File: config.mk
export PLATFORM = sky130hd
export DESIGN_NAME = alu_result_fifo_flat
export DESIGN_NICKNAME = d
export VERILOG_FILES = /design/src/rtl/alu_result_fifo_if.sv /design/src/rtl/alu_result_fifo.sv /design/src/flat_wrapper.sv
export SDC_FILE = /design/constraint.sdc
export NUM_CORES = 1
export LEC_CHECK = 0
export ABC_AREA = 1
export CAP_MARGIN = 20
export CORE_MARGIN = 10
export CORE_UTILIZATION = 49
export CTS_CLUSTER_SIZE = 30
export DETAILED_ROUTE_END_ITERATION = 7
export PLACE_DENSITY = 0.86
export SYNTH_ARGS = -nofsm -noshare
export SYNTH_HDL_FRONTEND = slang
export SYNTH_SLANG_ARGS = --single-unit
File: constraint.sdc
create_clock -name clk -period 5.5 [get_ports clk]
set_clock_uncertainty 0.05 [all_clocks]
set_input_delay 0.55 -clock clk [delete_from_list [all_inputs] [get_ports clk]]
set_output_delay 0.55 -clock clk [all_outputs]
set_load 0.02 [all_outputs]
File: src/rtl/alu_result_fifo_if.sv
`default_nettype none
// ============================================================================
//  Module      : alu_result_fifo_if
//  Description : Bundles the command side and the result side of the ALU
//                result capture stage.
//                  master : upstream command source and downstream consumer
//                           (drives cmd_* / ALU result buses / res_ready)
//                  slave  : the capture FIFO itself
//                Port summary (slave view):
//                  in  cmd_valid, cmd_op[2:0], div_b[30:0]
//                  in  sum_i, dif_i, pro_i, quo_i, rem_i, and_i, or_i, xor_i
//                  out cmd_ready
//                  out res_valid, res_data[DW-1:0], res_op[2:0], res_err
//                  in  res_ready
//                  out fifo_count[AW:0], accept_cnt[15:0]
//  Revision    : 1.0 - initial release
// ============================================================================
interface alu_result_fifo_if #(
  parameter int DW    = 32,
  parameter int DEPTH = 4
);
  localparam int AW = $clog2(DEPTH);

  // Command side
  logic          cmd_valid;
  logic          cmd_ready;
  logic [2:0]    cmd_op;
  logic [30:0]   div_b;
  logic [DW-1:0] sum_i;
  logic [DW-1:0] dif_i;
  logic [DW-1:0] pro_i;
  logic [DW-1:0] quo_i;
  logic [DW-1:0] rem_i;
  logic [DW-1:0] and_i;
  logic [DW-1:0] or_i;
  logic [DW-1:0] xor_i;

  // Result side
  logic          res_valid;
  logic          res_ready;
  logic [DW-1:0] res_data;
  logic [2:0]    res_op;
  logic          res_err;

  // Status
  logic [AW:0]   fifo_count;
  logic [15:0]   accept_cnt;

  modport master (
    output cmd_valid, cmd_op, div_b,
    output sum_i, dif_i, pro_i, quo_i, rem_i, and_i, or_i, xor_i,
    output res_ready,
    input  cmd_ready,
    input  res_valid, res_data, res_op, res_err,
    input  fifo_count, accept_cnt
  );

  modport slave (
    input  cmd_valid, cmd_op, div_b,
    input  sum_i, dif_i, pro_i, quo_i, rem_i, and_i, or_i, xor_i,
    input  res_ready,
    output cmd_ready,
    output res_valid, res_data, res_op, res_err,
    output fifo_count, accept_cnt
  );
endinterface
`default_nettype wire

File: src/rtl/alu_result_fifo.sv
`default_nettype none
// ============================================================================
//  Module      : alu_result_fifo
//  Description : Capture stage behind the combinational ALU. On each accepted
//                command the result bus chosen by cmd_op is stored together
//                with the opcode and a divide-by-zero flag in a DEPTH-entry
//                FIFO, which is presented to the consumer over valid/ready.
//                Ports:
//                  clk    : rising-edge clock
//                  rst_n  : asynchronous active-low reset
//                  bus    : alu_result_fifo_if.slave (command, result and
//                           status signals)
//  Revision    : 1.0 - initial release
// ============================================================================
module alu_result_fifo #(
  parameter int DW    = 32,
  parameter int DEPTH = 4
) (
  input  wire logic         clk,
  input  wire logic         rst_n,
  alu_result_fifo_if.slave  bus
);

  localparam int AW = $clog2(DEPTH);
  localparam int EW = DW + 4;  // {op[2:0], err, data[DW-1:0]}

  localparam logic [AW:0] c_DEPTH_CNT = (AW+1)'(DEPTH);

  localparam logic [2:0] c_OP_SUM = 3'd0;
  localparam logic [2:0] c_OP_DIF = 3'd1;
  localparam logic [2:0] c_OP_PRO = 3'd2;
  localparam logic [2:0] c_OP_QUO = 3'd3;
  localparam logic [2:0] c_OP_REM = 3'd4;
  localparam logic [2:0] c_OP_AND = 3'd5;
  localparam logic [2:0] c_OP_OR  = 3'd6;
  localparam logic [2:0] c_OP_XOR = 3'd7;

  // --------------------------------------------------------------------------
  // State
  // --------------------------------------------------------------------------
  logic [AW-1:0] r_wr_ptr;
  logic [AW-1:0] r_rd_ptr;
  logic [AW:0]   r_count;
  logic [15:0]   r_accept_cnt;
  logic [EW-1:0] r_mem [DEPTH];

  // --------------------------------------------------------------------------
  // Handshakes
  // --------------------------------------------------------------------------
  logic w_res_valid;
  logic w_cmd_ready;
  logic w_push;
  logic w_pop;

  assign w_res_valid = (r_count != '0);
  // A full FIFO can still take a command when the head leaves this cycle;
  // this is the only combinational path through the block (res_ready).
  assign w_cmd_ready = (r_count < c_DEPTH_CNT) || bus.res_ready;
  assign w_push      = bus.cmd_valid && w_cmd_ready;
  assign w_pop       = w_res_valid && bus.res_ready;

  // --------------------------------------------------------------------------
  // Result select and divide-by-zero detection
  // --------------------------------------------------------------------------
  logic [DW-1:0] w_sel;
  logic          w_is_div;
  logic          w_err;
  logic [DW-1:0] w_data;
  logic [EW-1:0] w_entry;

  always_comb begin
    w_sel = '0;
    case (bus.cmd_op)
      c_OP_SUM: w_sel = bus.sum_i;
      c_OP_DIF: w_sel = bus.dif_i;
      c_OP_PRO: w_sel = bus.pro_i;
      c_OP_QUO: w_sel = bus.quo_i;
      c_OP_REM: w_sel = bus.rem_i;
      c_OP_AND: w_sel = bus.and_i;
      c_OP_OR:  w_sel = bus.or_i;
      c_OP_XOR: w_sel = bus.xor_i;
      default:  w_sel = '0;
    endcase
  end

  assign w_is_div = (bus.cmd_op == c_OP_QUO) || (bus.cmd_op == c_OP_REM);
  assign w_err    = w_is_div && (bus.div_b == '0);
  // Whatever the ALU shows on a zero divide is meaningless; store zero.
  assign w_data   = w_err ? '0 : w_sel;
  assign w_entry  = {bus.cmd_op, w_err, w_data};

  // --------------------------------------------------------------------------
  // Storage: no reset, contents are only visible while res_valid is high.
  // --------------------------------------------------------------------------
  always_ff @(posedge clk) begin
    if (w_push) begin
      r_mem[r_wr_ptr] <= w_entry;
    end
  end

  // --------------------------------------------------------------------------
  // Pointers, occupancy and accept counter
  // --------------------------------------------------------------------------
  always_ff @(posedge clk or negedge rst_n) begin
    if (!rst_n) begin
      r_wr_ptr     <= '0;
      r_rd_ptr     <= '0;
      r_count      <= '0;
      r_accept_cnt <= '0;
    end else begin
      // DEPTH is a power of two, so natural pointer overflow is modulo DEPTH.
      if (w_push) begin
        r_wr_ptr     <= r_wr_ptr + 1'b1;
        r_accept_cnt <= r_accept_cnt + 16'd1;
      end
      if (w_pop) begin
        r_rd_ptr <= r_rd_ptr + 1'b1;
      end
      case ({w_push, w_pop})
        2'b10:   r_count <= r_count + 1'b1;
        2'b01:   r_count <= r_count - 1'b1;
        default: r_count <= r_count;
      endcase
    end
  end

  // --------------------------------------------------------------------------
  // Outputs: head entry is read straight from storage, forced to zero while
  // empty so stale contents never leak out.
  // --------------------------------------------------------------------------
  logic [EW-1:0] w_head;

  assign w_head = w_res_valid ? r_mem[r_rd_ptr] : '0;

  assign bus.cmd_ready  = w_cmd_ready;
  assign bus.res_valid  = w_res_valid;
  assign bus.res_op     = w_head[EW-1 -: 3];
  assign bus.res_err    = w_head[DW];
  assign bus.res_data   = w_head[DW-1:0];
  assign bus.fifo_count = r_count;
  assign bus.accept_cnt = r_accept_cnt;

endmodule
`default_nettype wire

File: src/flat_wrapper.sv
// flat-port wrapper written by rule: the top's interface ports become plain ports
module alu_result_fifo_flat 
#(
  parameter int DW    = 32,
  parameter int DEPTH = 4
)
  (clk, rst_n, bus_cmd_valid, bus_cmd_op, bus_div_b, bus_sum_i, bus_dif_i, bus_pro_i, bus_quo_i, bus_rem_i, bus_and_i, bus_or_i, bus_xor_i, bus_res_ready, bus_cmd_ready, bus_res_valid, bus_res_data, bus_res_op, bus_res_err, bus_fifo_count, bus_accept_cnt);
  alu_result_fifo_if #(.DW(DW), .DEPTH(DEPTH)) bus_i ();
  input  wire logic clk;
  input  wire logic rst_n;
  input wire logic [$bits(bus_i.cmd_valid)-1:0] bus_cmd_valid;
  input wire logic [$bits(bus_i.cmd_op)-1:0] bus_cmd_op;
  input wire logic [$bits(bus_i.div_b)-1:0] bus_div_b;
  input wire logic [$bits(bus_i.sum_i)-1:0] bus_sum_i;
  input wire logic [$bits(bus_i.dif_i)-1:0] bus_dif_i;
  input wire logic [$bits(bus_i.pro_i)-1:0] bus_pro_i;
  input wire logic [$bits(bus_i.quo_i)-1:0] bus_quo_i;
  input wire logic [$bits(bus_i.rem_i)-1:0] bus_rem_i;
  input wire logic [$bits(bus_i.and_i)-1:0] bus_and_i;
  input wire logic [$bits(bus_i.or_i)-1:0] bus_or_i;
  input wire logic [$bits(bus_i.xor_i)-1:0] bus_xor_i;
  input wire logic [$bits(bus_i.res_ready)-1:0] bus_res_ready;
  output wire logic [$bits(bus_i.cmd_ready)-1:0] bus_cmd_ready;
  output wire logic [$bits(bus_i.res_valid)-1:0] bus_res_valid;
  output wire logic [$bits(bus_i.res_data)-1:0] bus_res_data;
  output wire logic [$bits(bus_i.res_op)-1:0] bus_res_op;
  output wire logic [$bits(bus_i.res_err)-1:0] bus_res_err;
  output wire logic [$bits(bus_i.fifo_count)-1:0] bus_fifo_count;
  output wire logic [$bits(bus_i.accept_cnt)-1:0] bus_accept_cnt;
  assign bus_i.cmd_valid = bus_cmd_valid;
  assign bus_i.cmd_op = bus_cmd_op;
  assign bus_i.div_b = bus_div_b;
  assign bus_i.sum_i = bus_sum_i;
  assign bus_i.dif_i = bus_dif_i;
  assign bus_i.pro_i = bus_pro_i;
  assign bus_i.quo_i = bus_quo_i;
  assign bus_i.rem_i = bus_rem_i;
  assign bus_i.and_i = bus_and_i;
  assign bus_i.or_i = bus_or_i;
  assign bus_i.xor_i = bus_xor_i;
  assign bus_i.res_ready = bus_res_ready;
  assign bus_cmd_ready = bus_i.cmd_ready;
  assign bus_res_valid = bus_i.res_valid;
  assign bus_res_data = bus_i.res_data;
  assign bus_res_op = bus_i.res_op;
  assign bus_res_err = bus_i.res_err;
  assign bus_fifo_count = bus_i.fifo_count;
  assign bus_accept_cnt = bus_i.accept_cnt;
  alu_result_fifo #(.DW(DW), .DEPTH(DEPTH)) u_core (.clk(clk), .rst_n(rst_n), .bus(bus_i));
endmodule
=== After elaboration in Yosys (flattened, before gate mapping) ===
Memory sizes are Yosys's and may differ from the RTL's.
Index checks and enable logic that the tools add are counted.
W data, S select, Z words.

* Bits in registers: 23
* Bits in writable memories: 144
* Input bits: 294
* Output and inout bits: 57
* Logic and storage cells: 35
* Memories kept: 1

{| class="wikitable"
|+ Memory list
! memory !! depth !! width !! rd ports !! clocked after Yosys merged registers in !! wr ports !! line !! source
|-
| u_core.r_mem || 4 || 36 || 1 || 0 || 1 || alu_result_fifo.sv:45 || <nowiki>logic [EW-1:0] r_mem [DEPTH];</nowiki>
|}

* Add/sub/neg operators: 5
* $lt $le $gt $ge: 1
* Eq/ne operators: 9
* Multiplexer cells: 6
* Reductions and logical operators: 9

{| class="wikitable"
|+ Operator list
! kind !! count
|-
| $pmux W32 S8 || 1
|-
| $mux W36 || 1
|-
| $mux W32 || 1
|-
| $logic_not A31 Y1 || 1
|-
| $add A16 B1 Y16 const B || 1
|-
| $eq A3 B3 Y1 const B || 4
|-
| $eq A3 B2 Y1 const B || 2
|-
| $pmux W3 S2 || 1
|-
| $add A2 B1 Y2 const B || 2
|-
| $add A3 B1 Y3 const B || 1
|-
| $eq A3 B1 Y1 const B || 1
|-
| $logic_and A1 B1 Y1 || 3
|-
| $logic_not A3 Y1 || 1
|-
| $lt A3 B3 Y1 const B || 1
|-
| $reduce_bool A3 Y1 || 1
|-
| $sub A3 B1 Y3 const B || 1
|-
| $eq A2 B1 Y1 const B || 1
|-
| $eq A2 B2 Y1 const B || 1
|-
| $logic_or A1 B1 Y1 || 2
|-
| $mux W1 || 2
|-
| $reduce_bool A2 Y1 || 1
|}

=== Longest topological paths before layout ===
Gate-level depths: netlist of run 1.

* Depth in word-level cells: 5
* Gate-level depth with buffers: 10
* Depth with buffers taken out: 9

=== Worst setup path before layout of run 1 ===
OpenSTA, ideal clock, no wires.

* Path kind: input -> register
* From: input bus_res_ready
* To: memory u_core.r_mem[0][0] in the netlist's numbering, enable pin
* Setup time: 0.429 ns
* Data arrival time: 2.657 ns
* Required time: 5.021 ns
* Slack: 2.364 ns
* Stages: 5
* Path buffers: 1
* Cell sequence: inv_1 -> nand2_1 -> nand2_1 -> buf_2 -> nor2_1

* Cells in the longest elaborated chain, start to end: 4

{| class="wikitable"
|+ Ends and longest elaborated chain
! item !! line !! source
|-
| from (decl) || flat_wrapper.sv:22 || <nowiki>input wire logic [$bits(bus_i.res_ready)-1:0] bus_res_ready;</nowiki>
|-
| $logic_or A1 B1 Y1 || alu_result_fifo.sv:58 || <nowiki>assign w_cmd_ready = (r_count < c_DEPTH_CNT) || bus.res_ready;</nowiki>
|-
| net bus_cmd_ready || flat_wrapper.sv:23 || <nowiki>output wire logic [$bits(bus_i.cmd_ready)-1:0] bus_cmd_ready;</nowiki>
|-
| $logic_and A1 B1 Y1 || alu_result_fifo.sv:59 || <nowiki>assign w_push = bus.cmd_valid && w_cmd_ready;</nowiki>
|-
| $mux W1 || alu_result_fifo.sv:96 || <nowiki>if (w_push) begin</nowiki>
|-
| $mux W1 (implied by the code) || alu_result_fifo.sv:97 || <nowiki>r_mem[r_wr_ptr] <= w_entry;</nowiki>
|-
| to (decl) || alu_result_fifo.sv:45 ||
|}

The timed path passes the listed nets, and every way through them passes these cells.

=== Worst setup path after layout of run 1 ===
* From: register u_core.r_rd_ptr[0]
* To: output bus_res_op[1]

* Cells in the longest elaborated chain, start to end: 2

{| class="wikitable"
|+ Ends and longest elaborated chain
! item !! line !! source
|-
| from (decl) || alu_result_fifo.sv:42 || <nowiki>logic [AW-1:0] r_rd_ptr;</nowiki>
|-
| from (signal assigned) || alu_result_fifo.sv:117 || <nowiki>r_rd_ptr <= r_rd_ptr + 1'b1;</nowiki>
|-
| $mem_v2 Z4 W36 || n/a ||
|-
| $mux W36 || alu_result_fifo.sv:133 || <nowiki>assign w_head = w_res_valid ? r_mem[r_rd_ptr] : '0;</nowiki>
|-
| to (decl) || flat_wrapper.sv:26 || <nowiki>output wire logic [$bits(bus_i.res_op)-1:0] bus_res_op;</nowiki>
|}

Every way passes these cells.

==> results of run 1 <==
metal layers:
metal  global-route usage (%)  vias up
met5                        0        -
met4                     11.6        2
met3                     6.89       62
met2                     44.8      561
met1                     30.0     4619
li1                         -     4828
worst max path at each step:
stage | from | to | slack, ps | cells after the start
5_1_grt | u_core.r_rd_ptr[0] | bus_res_data[16] | 2030 | 6
3_5_place_dp | bus_cmd_op[2] | u_core.r_mem[2][18] | 2140 | 8
6_report | u_core.r_rd_ptr[0] | bus_res_op[1] | 2180 | 6
2_1_floorplan | bus_res_ready | u_core.r_mem[0][0] | 2360 | 5
3_3_place_gp | bus_cmd_op[2] | u_core.r_mem[2][18] | 2200 | 8
4_1_cts | u_core.r_rd_ptr[0] | bus_res_op[1] | 2010 | 4
through the flow:
stage	hold WS [ps]	instance area (µm²)	instances	utilization [%]	total power, mW
after floorplan	204	9820	1244	-	3.18
after global placement	455	13300	1773	68.0	4.28
after detailed placement	461	13400	1777	68.5	4.38
after CTS	470	14000	1808	71.4	5.52
after global routing	326	14100	1820	71.8	5.81
final	320	14100	1820	71.8	5.53
worst register-to-register path, stage by stage, from the launching register on:
cell and delay (ps):
dfrtp_1 430, nand2_1 110, nand2_1 580, ha_1 300, inv_1 90, fa_1 400, a21oi_1 140, o21ai_0 110
xnor2_1 130
flip-flops by register name, indices dropped and copies added (netlist names):
signal,flops
u_core.r_mem,144
u_core.bus.fifo_count,3
u_core.r_rd_ptr,2
u_core.bus.accept_cnt,16
u_core.r_wr_ptr,2
placed cells by master (no fill, tap or decap), drive strengths merged, types with 6 or more instances in the layout:
cell type      count
a21oi             37
buf               20
clkbuf            18
clkdlybuf4s50    347
clkinv             7
dfrtp             23
diode              9
edfxtp           144
ha                 6
inv               93
nand2            229
nand3             69
nand4            162
nor2             285
o21ai             80
xor2               9
Yosys cell counts, drive strengths merged (2+ instances only):
cell type and instances:
a21oi 37, buf 74, clkbuf 22, dfrtp 23, edfxtp 144, ha 6
inv 92, nand2 229, nand3 69, nand3b 2, nand4 162, nor2 285
nor3 3, o21ai 80, xnor2 4, xor2 9
power by group through the flow:
stage / combinational (mW) / sequential (mW) / clock [mW]
2_1_floorplan: 1.36 / 1.83 / 0
3_3_place_gp: 2.48 / 1.79 / 0
3_5_place_dp: 2.58 / 1.80 / 0
4_1_cts: 2.61 / 1.78 / 1.13
5_1_grt: 2.82 / 1.80 / 1.19
6_report: 2.62 / 1.78 / 1.13
cells by family after synthesis:
kind of cell             after synthesis  synth area share, %
XOR/XNOR                              13                 1.16
AO/OA/AOI/OAI                        117                 5.96
buffers and inverters                189                 8.11
AND/OR/NAND/NOR                      751                 33.9
flip-flops                           167                 49.9
adder cells (fa/ha/maj)                7                0.968
layout make-up:
| cell class | instances | share of cell area (%) |
|---|---|---|
| Inverter | 93 | 2.48 |
| Clock inverter | 13 | 0.943 |
| Multi-Input combinational cell | 888 | 29.6 |
| Antenna cell | 9 | 0.160 |
| Clock buffer | 18 | 3.05 |
| Tap cell | 265 | 2.36 |
| Sequential cell | 167 | 34.8 |
| Timing Repair Buffer | 367 | 26.5 |
==> flow_metrics.tcl, run 1 <==
set metrics [dict create \
    status "finished, final reports clean" \
    clock-sinks 167 \
    rows 51 \
    ys_async_sr_fraction_pct 13.8 \
    grt.total_usage_pct 26.1 \
    p_switching_mw 2.13 \
    endpoint_kind "output pin" \
    peakVddDrop_mv 0.262 \
    p_int_mw 3.40 \
    start_util_pct 50.2 \
    cts_resized 0 \
    wl_met2_um 18700 \
    wire_per_inst_um 19.8 \
    die_area_um2 26100 \
    die_y_um 162 \
    multiInputGateArea_um2 4170 \
    p_leak_nw 5.73 \
    globalplace.congestion 0.948 \
    power_frac_seq_pct 32.2 \
    ys_types 25 \
    rrSetupSlack_ps 3050 \
    register_area_um2 4900 \
    synth-main-ff-cell "edfxtp_1" \
    cp_cell_sequence "buf_4, nor2_1, nor2_1, o21ai_0, a21oi_1, clkdlybuf4s50_1" \
    cp_common_cell "nor2_1" \
    min_period_ps 3320 \
    drcViolationCount 0 \
    yosysWarnings 0 \
    pwr-share-comb_pct 47.5 \
    period_share_pct 60.4 \
    final_net_count 1835 \
    path_max_fanout 74 \
    tightest_slew_ps 1130 \
    vias_per_cell 5.53 \
    place_ws_ps 2140 \
    grt_pass1_vias 9609 \
    relSlewSlack_pct 24.7 \
    layout_setup_ws_ps 2180 \
    drive_above_1_share_pct 3.95 \
    cp_num_buf_inv 2 \
    grt_pass1_wl_um 53800 \
    worstPathArrival_ps 2720 \
    num_vias 10100 \
    netlist.area_leader.share_pct 44.0 \
    pwr-share-clk_pct 20.4 \
    cts_hold_buffers 0 \
    required_ps 4900 \
    clk_latency_ps 420 \
    grt_max_degree 105 \
    avgSynthCellArea_um2 7.90 \
    wl_met1_um 12900 \
    grt_overflow 0 \
    clkTransAtPathRegs_ps 60 \
    top_layer "met5" \
    r2r_end "u_core.bus.fifo_count[2]" \
    hp-class "in2async" \
    cp_slowest_cell "clkdlybuf4s50_1" \
    ctsHtreeMaxLevel 4 \
    ys_ff_latch 167 \
    rsz0062_at_grt "no" \
    fin_tns_setup_ps 0 \
    drt-initial-drc-count 931 \
    post_cts_buffers 0 \
    synth_cells 1244 \
    max_freq_mhz 301 \
    syn-num-nets 1545 \
    crit_type "reg2out" \
    startpoint_type "flop" \
    die_x_um 162 \
    setup_viol 0 \
    nFillCells 1465 \
    clk_path_buf_depth 2 \
    drt_wl_total_um 36100 \
    coreArea_um2 19600 \
    wl_met3_um 3420 \
    critPathTopFamily "buffers and inverters" \
    synth.area.top_cells "edfxtp_1, nor2_1, nand4_1, nand2_1, dfrtp_1" \
    syn-cell-area_um2 9820 \
    r2r_cells 8 \
    rr_startpoint "u_core.bus.fifo_count[2]" \
    cts_tree "done" \
    slowest_delay_ps 670 \
    slew_viol_final 0 \
    maxCapViolCount 0 \
    syn_to_final_growth_pct 43.2 \
    p_per_area_nw_per_um2 393 \
    postRouteAntennaNets 0 \
    sw_frac_of_total_pct 38.6 \
    antenna_found_initial 10 \
    dpl.hpwl_um 26000 \
    hold_violations 0 \
    yosysTopAreaCell "edfxtp_1" \
    synth_edf_count 144 \
    numPortBuffers 350 \
    seq_area_frac_synth_pct 49.9 \
    root_buffer "clkbuf_16" \
    firstDrtPassIters 5 \
    cts_buffers 17 \
    io_pins 351 \
]
Power figures use the tool's default switching activity.
==> run 2: changes to the inputs <==
--- a/config.mk
+++ b/config.mk
@@ -8,10 +8,10 @@
 export ABC_AREA = 1
 export CAP_MARGIN = 20
 export CORE_MARGIN = 10
-export CORE_UTILIZATION = 49
+export CORE_UTILIZATION = 41
 export CTS_CLUSTER_SIZE = 30
 export DETAILED_ROUTE_END_ITERATION = 7
-export PLACE_DENSITY = 0.86
+export PLACE_DENSITY = 0.77
 export SYNTH_ARGS = -nofsm -noshare
 export SYNTH_HDL_FRONTEND = slang
 export SYNTH_SLANG_ARGS = --single-unit
==> constraint.sdc (replaced) <==
create_clock -name clk -period 2.7 [get_ports clk]
set_clock_uncertainty 0.05 [all_clocks]
set_input_delay 0.27 -clock clk [delete_from_list [all_inputs] [get_ports clk]]
set_output_delay 0.27 -clock clk [all_outputs]
set_load 0.02 [all_outputs]
==> run 2 against run 1 <==
Final area up 0.93%. Hold slack got worse by 230 ps. First-iteration DRC count up 1.1%. Sequential power rose by 100%. Die area up 17%. Largest cell class unchanged. Sequential share of layout area decreased by 0.32 points. Worst setup slack worse by 2100 ps. Wire length rose by 0.22%. Non-clock buffer count grew 18. Final cell count is 4.1% higher.
==> flow_metrics.tcl, run 2 (synthesis gave the netlist of run 1 again) <==
set metrics [dict create \
    p_total_mw 11.1 \
    status "finished, final reports clean" \
    root_buffer "clkbuf_16" \
    slew_viol_final 0 \
    final_cell_mix "clkdlybuf4s50_1, nor2_1, nand2_1, nand4_1, edfxtp_1" \
    post_cts_buffers 0 \
    use_met1_pct 26.3 \
    setup_viol 0 \
    relSlewSlack_pct 32.6 \
    p_per_area_nw_per_um2 781 \
    peakVddDrop_mv 0.548 \
    die_y_um 175 \
    postRouteAntennaNets 0 \
    vias_per_cell 5.27 \
    drt_wl_total_um 36200 \
    globalplace.congestion 0.975 \
    hold_violations 0 \
    final_net_count 1853 \
    hold_path_end "u_core.r_mem[2][35]" \
    clk_latency_ps 410 \
    rsz0062_at_grt "no" \
    start_util_pct 41.7 \
    clkTransAtPathRegs_ps 60 \
    min_period_ps 2570 \
    cp_cell_sequence "inv_2, buf_4, nor2_1, o21ai_0, a21oi_1, clkdlybuf4s50_1" \
    r2r_end "u_core.bus.fifo_count[2]" \
    drcViolationCount 0 \
    grt.busiest_layer "met2" \
    path_max_fanout 23 \
    slowest_delay_ps 660 \
    min-delay-start "bus_cmd_op[2]" \
    cp_num_buf_inv 3 \
    grt_pass1_vias 9526 \
    dpl.hpwl_um 27300 \
    rrSetupSlack_ps 770 \
    hp-class "in2reg" \
    grt_pass1_wl_um 54000 \
    met3_usage_pct 5.67 \
    ctsHtreeMaxLevel 4 \
    largest_register_ffs 144 \
    regMostFlops "u_core.r_mem" \
    numPortBuffers 350 \
    startpoint_type "flop" \
    drt-initial-drc-count 941 \
    critPathTopFamily "buffers and inverters" \
    clock-sinks 167 \
    antenna_found_initial 11 \
    clk_path_buf_depth 2 \
    grt_overflow 0 \
    coreArea_um2 23500 \
    rows 56 \
    firstDrtPassIters 5 \
    num_vias 9995 \
    crit_type "reg2out" \
    final_common_cell "clkdlybuf4s50_1" \
    cts_tree "done" \
    cp_slowest_cell "clkdlybuf4s50_1" \
    rr_startpoint "u_core.bus.fifo_count[0]" \
    min_path_cells 1 \
    timing.hold.ws_ps 92.4 \
    syn_to_final_growth_pct 44.6 \
    required_ps 2380 \
    grt_max_degree 73 \
    tightest_slew_ps 1010 \
    maxCapViolCount 0 \
    cts_buffers 17 \
    wire_per_inst_um 19.1 \
    period_share_pct 95.3 \
    max_freq_mhz 389 \
    die_area_um2 30600 \
    io_pins 351 \
    die_x_um 175 \
    endpoint_kind "output pin" \
    r2r_cells 8 \
    worstPathArrival_ps 2250 \
    use_met2_pct 38.5 \
    p_leak_nw 5.85 \
    grt.total_usage_pct 22.5 \
    drive_above_1_share_pct 5.81 \
]
run 2: how the worst max path moves through the flow:
stage / start / end / cells past startpoint
after floorplan: u_core.bus.fifo_count[2] / u_core.r_mem[0][0] / 4
after global placement: bus_cmd_op[0] / u_core.r_mem[1][19] / 9
after detailed placement: bus_cmd_op[2] / u_core.r_mem[2][12] / 9
after CTS: u_core.r_rd_ptr[0] / bus_res_data[11] / 6
after global routing: u_core.r_rd_ptr[1] / bus_res_data[16] / 6
final: u_core.r_rd_ptr[1] / bus_res_data[16] / 6
run 2: cell type report:
class | count | area, µm²
Antenna cell | 11 | 27.5
Clock buffer | 18 | 429
Clock inverter | 14 | 101
Fill cell | 2071 | 9340
Inverter | 93 | 349
Multi-Input combinational cell | 888 | 4170
Sequential cell | 167 | 4900
Tap cell | 319 | 399
Timing Repair Buffer | 385 | 3820
run 2: through the flow:
step	setup TNS, ps	worst slack (ps)	utilization [%]	area [µm²]	cells
floorplan	-53630	-372	-	9820	1244
global placement	0	445	57.8	13600	1851
detailed placement	0	422	57.8	13600	1851
CTS	0	4.78	60.1	14200	1884
global route	0	15.5	60.3	14200	1894
finish	0	126	60.3	14200	1895
run 2: what timing repair did:
action | CTS | global route
endpoints found under the hold margin | 3 | 0
setup endpoints to repair | 0 | 12
gates resized for setup | 0 | 5
hold buffers | 1 | 0
run 2: power breakdown:
group | internal [mW] | switching [mW] | total [mW]
Clock | 1.18 | 0.972 | 2.15
Sequential | 3.40 | 0.224 | 3.62
Combinational | 2.18 | 3.13 | 5.31
Total | 6.76 | 4.33 | 11.1
run 2: worst reg2reg max path, cell delays in order (launching register included):
cell	delay, ps
dfrtp_1	410
nor3_2	70
nor2_1	250
ha_1	210
inv_1	60
fa_1	380
a21oi_1	140
o21ai_0	110
xnor2_1	140
run 2: metal layers:
metal	part of all wire, %	vias up
met1	38	4635
met2	51	439
li1	-	4871
met3	7.9	48
met4	2.5	2
met5	0.036	-
